File: config.mk
export PLATFORM = sky130hd
export DESIGN_NAME = rr_client_queue
export DESIGN_NICKNAME = d
export VERILOG_FILES = /design/src/rtl/rr_pkg.sv /design/src/rtl/rr_sync_fifo.sv /design/src/rtl/rr_client_queue.sv
export SDC_FILE = /design/constraint.sdc
export NUM_CORES = 1
export LEC_CHECK = 0
export ABC_AREA = 1
export BUFFER_PORTS_ARGS = -buffer_cell sky130_fd_sc_hd__buf_4
export CELL_PAD_IN_SITES_DETAIL_PLACEMENT = 0
export CELL_PAD_IN_SITES_GLOBAL_PLACEMENT = 2
export CORE_MARGIN = 5
export CORE_UTILIZATION = 38
export CTS_BUF_LIST = sky130_fd_sc_hd__clkbuf_2
export DETAILED_ROUTE_END_ITERATION = 7
export GPL_TIMING_DRIVEN = 0
export PLACE_DENSITY_LB_ADDON = 0.1
export SKIP_CTS_REPAIR_TIMING = 1
export SYNTH_ARGS = -nofsm -noshare
export SYNTH_HDL_FRONTEND = slang
export SYNTH_SLANG_ARGS = --single-unit
File: constraint.sdc
create_clock -name clk -period 2.4 [get_ports clk]
set_input_delay 0.12 -clock clk [delete_from_list [all_inputs] [get_ports clk]]
set_output_delay 0.12 -clock clk [all_outputs]
set_load 0.01 [all_outputs]
File: src/rtl/rr_pkg.sv
// Shared definitions for the round-robin client queue: client count, id width,
// default sizing and a one-hot test used to qualify arbiter grants.
package rr_pkg;

    localparam int unsigned NUM_CLIENTS = 4;
    localparam int unsigned ID_W        = 2;
    localparam int unsigned DEF_DW      = 8;
    localparam int unsigned DEF_DEPTH   = 4;

    typedef logic [NUM_CLIENTS-1:0] client_vec_t;

    // True when exactly one bit of v is set.
    function automatic logic is_onehot(input client_vec_t v);
        return (v != '0) && ((v & (v - client_vec_t'(1))) == '0);
    endfunction

endpackage

File: src/rtl/rr_sync_fifo.sv
// Single-clock FIFO with occupancy count; read data is the current head word.
// Pointers wrap naturally because DEPTH is a power of two.
module rr_sync_fifo #(
    parameter int unsigned DW    = 8,
    parameter int unsigned DEPTH = 4,
    parameter int unsigned CW    = $clog2(DEPTH) + 1
) (
    input  logic          clk,
    input  logic          rst,
    input  logic          push_i,
    input  logic          pop_i,
    input  logic [DW-1:0] wr_data_i,
    output logic [DW-1:0] rd_data_o,
    output logic [CW-1:0] count_o
);

    localparam int unsigned AW = $clog2(DEPTH);

    logic [DW-1:0] mem_q [DEPTH];
    logic [AW-1:0] wr_ptr_q, wr_ptr_d;
    logic [AW-1:0] rd_ptr_q, rd_ptr_d;
    logic [CW-1:0] count_q, count_d;

    always_comb begin
        wr_ptr_d = wr_ptr_q;
        rd_ptr_d = rd_ptr_q;
        count_d  = count_q + CW'(push_i) - CW'(pop_i);
        if (push_i) wr_ptr_d = wr_ptr_q + AW'(1);
        if (pop_i)  rd_ptr_d = rd_ptr_q + AW'(1);
    end

    always_ff @(posedge clk) begin
        if (rst) begin
            wr_ptr_q <= '0;
            rd_ptr_q <= '0;
            count_q  <= '0;
        end else begin
            wr_ptr_q <= wr_ptr_d;
            rd_ptr_q <= rd_ptr_d;
            count_q  <= count_d;
        end
    end

    // Storage carries no reset; validity is tracked by count_q alone.
    always_ff @(posedge clk) begin
        if (push_i) mem_q[wr_ptr_q] <= wr_data_i;
    end

    assign rd_data_o = mem_q[rd_ptr_q];
    assign count_o   = count_q;

endmodule

File: src/rtl/rr_client_queue.sv
// Four per-client FIFOs feeding a round-robin arbiter; the granted head word is
// moved into a registered valid/ready output stage. Bad grants raise a sticky flag.
module rr_client_queue
    import rr_pkg::*;
#(
    parameter int unsigned DW    = DEF_DW,
    parameter int unsigned DEPTH = DEF_DEPTH
) (
    input  logic                   clk,
    input  logic                   rst,
    input  logic                   in_valid,
    input  logic [ID_W-1:0]        in_id,
    input  logic [DW-1:0]          in_data,
    output logic                   in_ready,
    output logic [NUM_CLIENTS-1:0] req,
    input  logic [NUM_CLIENTS-1:0] grant,
    output logic                   out_valid,
    output logic [DW-1:0]          out_data,
    output logic [ID_W-1:0]        out_id,
    input  logic                   out_ready,
    output logic                   grant_err
);

    localparam int unsigned CW = $clog2(DEPTH) + 1;

    logic [NUM_CLIENTS-1:0] push;
    logic [NUM_CLIENTS-1:0] pop;
    logic [NUM_CLIENTS-1:0] nonempty;
    logic [DW-1:0]          rd_data [NUM_CLIENTS];
    logic [CW-1:0]          count   [NUM_CLIENTS];

    logic            grant_onehot;
    logic            grant_multi;
    logic            grant_empty;
    logic            out_free;

    logic            out_valid_q, out_valid_d;
    logic [DW-1:0]   out_data_q,  out_data_d;
    logic [ID_W-1:0] out_id_q,    out_id_d;
    logic            grant_err_q, grant_err_d;

    assign in_ready     = (count[in_id] != CW'(DEPTH));
    assign out_free     = !out_valid_q || out_ready;
    assign grant_onehot = is_onehot(grant);

    for (genvar i = 0; i < NUM_CLIENTS; i++) begin : g_client
        assign push[i]     = in_valid && in_ready && (in_id == ID_W'(i));
        assign nonempty[i] = (count[i] != '0);
        assign pop[i]      = grant[i] && grant_onehot && nonempty[i] && out_free;
        // Request reflects occupancy after this cycle's push/pop, so a registered
        // grant never lands on a FIFO its previous grant just emptied.
        assign req[i]      = !rst && ((count[i] + CW'(push[i]) - CW'(pop[i])) != '0);

        rr_sync_fifo #(
            .DW    (DW),
            .DEPTH (DEPTH),
            .CW    (CW)
        ) u_fifo (
            .clk       (clk),
            .rst       (rst),
            .push_i    (push[i]),
            .pop_i     (pop[i]),
            .wr_data_i (in_data),
            .rd_data_o (rd_data[i]),
            .count_o   (count[i])
        );
    end

    assign grant_multi = (grant != '0) && !grant_onehot;
    assign grant_empty = grant_onehot && ((grant & nonempty) == '0);

    // Output stage: load on pop, empty when free with nothing popped, else hold.
    always_comb begin
        out_valid_d = out_valid_q;
        out_data_d  = out_data_q;
        out_id_d    = out_id_q;
        grant_err_d = grant_err_q || grant_multi || grant_empty;
        if (out_free) begin
            out_valid_d = 1'b0;
            for (int unsigned i = 0; i < NUM_CLIENTS; i++) begin
                if (pop[i]) begin
                    out_valid_d = 1'b1;
                    out_data_d  = rd_data[i];
                    out_id_d    = ID_W'(i);
                end
            end
        end
    end

    always_ff @(posedge clk) begin
        if (rst) begin
            out_valid_q <= 1'b0;
            out_data_q  <= '0;
            out_id_q    <= '0;
            grant_err_q <= 1'b0;
        end else begin
            out_valid_q <= out_valid_d;
            out_data_q  <= out_data_d;
            out_id_q    <= out_id_d;
            grant_err_q <= grant_err_d;
        end
    end

    assign out_valid = out_valid_q;
    assign out_data  = out_data_q;
    assign out_id    = out_id_q;
    assign grant_err = grant_err_q;

endmodule

==> flow_summary_export.csv <==
group,metric,value,unit
hold_path,whs_endpoint,"out_data[5]$_SDFFE_PP0P_",
route,antenna_violating_nets_post_route,0,
timing,finalHoldViolCount,0,
logic_synthesis,synth_most_common_cell,"edfxtp_1",
die,core.rowCount,52,
timing,clock_tree_skew_after_final_layout,0.0336,ns
hold_path,whs_path_depth,9,
logic_synthesis,synth-seq-area-share,62.0,%
timing,final.min_clock_period,3.45,ns
route,number_of_vias_in_the_routed_layout,5375,
power,power.density_cell_area,630,nW/um^2
power,ir_drop,0.000290,V
clocking,clockBufferDepth,2,
worst_setup_path,crit-reg2reg-launch,"g_client[1].u_fifo.count_o[0]$_SDFF_PP0_",
placement,placed_area,8380,sq um
outcome,outcome,"finished, violations left",
die,top_level_ports,35,
worst_setup_path,worst-r2r-setup-slack,-0.35,ns
worst_setup_path,regToRegEndpoint,"g_client[3].u_fifo.mem_q[1][3]$_DFFE_PP_",
worst_setup_path,worstRegToRegCells,10,
worst_setup_path,worst_ep_arrival_time,3.33,ns
worst_setup_path,critical-path-max-stage-delay,0.42,ns
logic_synthesis,dominant_cell_type_by_area_after_synthesis,"edfxtp_1",
route,drcViolationCount,0,
clocking,cts_max_level,4,
logic_synthesis,synth_top_cells_by_area,"edfxtp_1 (50%), dfxtp_1 (12%), nand2_1 (6.0%), nor2_1 (5.7%), inv_1 (4.8%)",
die,floorplan.die.height,153,um
logic_synthesis,synth_nets,804,
placement,detailedPlacementHpwl,13200,um
placement,routabilityCongestion,0.821,
logic_synthesis,ys.warnings.count,0,
finish,post_layout_nonfiller_instances,1141,
outcome,violations,"setup timing",
clocking,cts_root_buf,"clkbuf_2",
hold_path,hold_start,"grant[2]",
global_route,wire_length_of_the_first_global_routing_pass,28900,um
timing,setup_ws,-1.05,ns
logic_synthesis,synth.ff_latch_count,176,
clocking,clock_tree_from_tritoncts,"built",
die,core-area,20200,sq um
route,drt_iter0_markers,461,
logic_synthesis,synth.lib_cells_used.distinct,38,
logic_synthesis,netlist_instances,758,
die,die_x,153,um
logic_synthesis,async_flop_share,0,%
timing,worstMarginPinSlew,0.835,ns
placement,portBuffers,32,
worst_setup_path,worstSetupStartpointType,"register",
clocking,worstSkewPairLatency,0.74,ns
logic_synthesis,post_synth.cell_area_avg,10.2,sq um
timing,setup_violations,15,
worst_setup_path,timing.setup.critical_path_class,"register to primary output",
timing,slew-limit-headroom,44.1,%
route,drt_pass1_iterations,7,
worst_setup_path,critical_path.max_fanout,5,
worst_setup_path,timing.critical_path.required,2.28,ns
timing,final_max_slew_viol_count,0,
finish,synthToLayoutAreaGrowth,20.0,%
global_route,groute.usage.overall,16.1,%
run,max_cap_viol_count,0,
finish,finish.net_count,903,
placement,placedCellCount,1060,
route,wire_length_per_cell_after_detailed_routing,16.6,um
route,detail_route.vias_per_cell,4.71,
hold_path,hp-class,"input port to register",
worst_setup_path,cp_max_delay_cell,"dfxtp_2",
timing,post-route-period-util,144,%
timing,holdWs,0.0636,ns
global_route,initial_antenna_violation_count,1,
die,die_area,23400,sq um
global_route,number_of_global_route_vias_before_repair,5166,
die,initial_core_util,38.4,%
power,p_leak,3.62,nW
timing,fmax,290,MHz
clocking,path_clk_slew,0.24,ns
finish,post-route-cell-area,9300,sq um
worst_setup_path,crit_path_cell_trace,"nor2_4 -> nand2_2 -> nand3_2 -> nand4_1 -> and2_4 -> buf_12 -> nand3_4 -> ha_4 -> inv_2 -> ha_4 -> fa_2 -> xor2_1 -> xor2_1 -> o31ai_1 -> inv_1 -> buf_6",
logic_synthesis,synthDominantCellAreaShare,49.6,%
route,finalWirelength,19000,um
finish,fraction_of_final_layout_cells_with_drive_strength_greater_than_1,18.4,%
global_route,global_route_overflow,0,
logic_synthesis,synth_area,7750,sq um
clocking,cts_made_buffers,17,
timing,grt_setup_unrepaired,"yes",
logic_synthesis,netlist_top_cells_count,"edfxtp_1 (128), nand2_1 (124), nor2_1 (118)",
logic_synthesis,synth_ff_type,"edfxtp_1",
worst_setup_path,worstSetupEndpointType,"primary output",
global_route,grt_max_degree,17,
logic_synthesis,synth_enable_flop_cells,128,
clocking,cts_num_sinks,176,
[flip-flops by register name (all words and copies together), names as in the netlist, named ones only]
signal                    cells
g_client.u_fifo.count_o      12
out_data                      8
g_client.u_fifo.rd_ptr_q      8
out_valid                     1
out_id                        2
g_client.u_fifo.mem_q       128
grant_err                     1
g_client.u_fifo.wr_ptr_q      8
[how the worst max path moves through the flow]
stage | start | to | slack [ns]
after global routing | g_client[3].u_fifo.count_o[1]$_SDFF_PP0_ | req[0] | -1.34
after CTS | g_client[2].u_fifo.count_o[1]$_SDFF_PP0_ | req[3] | -1.46
after floorplan | g_client[2].u_fifo.count_o[1]$_SDFF_PP0_ | req[3] | -0.20
after global placement | in_id[1] | req[3] | -0.56
final | g_client[1].u_fifo.count_o[0]$_SDFF_PP0_ | req[3] | -1.05
after detailed placement | in_id[1] | req[3] | -0.59
[kinds of logic (layout without fill, tap and decap cells)]
kind of cell    Yosys count  after routing  synth area share (%)
fa+ha+maj                28             28                  4.91
simple gates            299            299                  16.9
xor+xnor                  8              8                 0.904
buf+inv                 130            242                  6.99
flops                   176            176                  62.0
compound gates          117            117                  8.30
other cells               0              1                     0
[worst max-delay path, delay by kind of cell, from the launching register on]
kind / cells / cell delay (ns)
compound gates: 1 / 0.19
xor+xnor: 2 / 0.32
fa+ha+maj: 3 / 0.74
buf+inv: 4 / 0.37
flops: 1 / 0.42
simple gates: 6 / 0.56
[power by group]
part | internal (mW) | total (mW) | switching, mW
Combinational | 0.326 | 0.780 | 0.455
Sequential | 3.34 | 3.39 | 0.0567
Clock | 0.618 | 1.69 | 1.07
Total | 4.28 | 5.86 | 1.58
[cell type report]
| cell class | count | area [sq um] |
|---|---|---|
| inverters | 106 | 403 |
| well taps | 270 | 338 |
| fillers | 1930 | 10900 |
| multi-input cells | 452 | 2610 |
| clock buffers | 19 | 95.1 |
| repair buffers | 80 | 696 |
| diodes | 1 | 2.50 |
| plain buffers | 24 | 153 |
| clock inverters | 13 | 176 |
| flip-flops and latches | 176 | 4830 |
[routing by layer]
metal / GRT usage [%] / share of wire (%)
met4: 4.58 / 1.4
met1: 20.9 / 46
met5: 0 / 0
met2: 27.4 / 50
met3: 3.34 / 2.5
[cell usage in the layout (no fill, tap or decap), types with 5 or more instances in the layout]
cell,Yosys,final
a21oi_1,31,31
buf_2,11,10
buf_4,1,45
buf_6,3,8
clkbuf_1,8,8
clkbuf_2,0,19
dfxtp_1,48,39
dfxtp_2,0,5
dlygate4sd3_1,0,32
edfxtp_1,128,128
ha_1,24,16
ha_4,0,6
inv_1,100,95
inv_2,5,9
nand2_1,124,122
nand3_1,27,24
nand4_1,9,9
nor2_1,118,114
nor2_2,4,5
o21ai_0,59,59
o22ai_1,16,16
xor2_1,8,6
[stage by stage]
stage | worst slack, ns | util (%) | TNS [ns] | power (mW)
global route | -1.34 | 46.1 | -9.36 | 6.17
detailed placement | -0.588 | 41.6 | -2.84 | 4.12
finish | -1.05 | 46.1 | -6.94 | 5.86
CTS | -1.46 | 42.9 | -6.42 | 5.81
global placement | -0.555 | 41.6 | -2.32 | 4.11
floorplan | -0.195 | - | -0.350 | 3.85
Note: power is estimated with default switching activity, not from simulation.
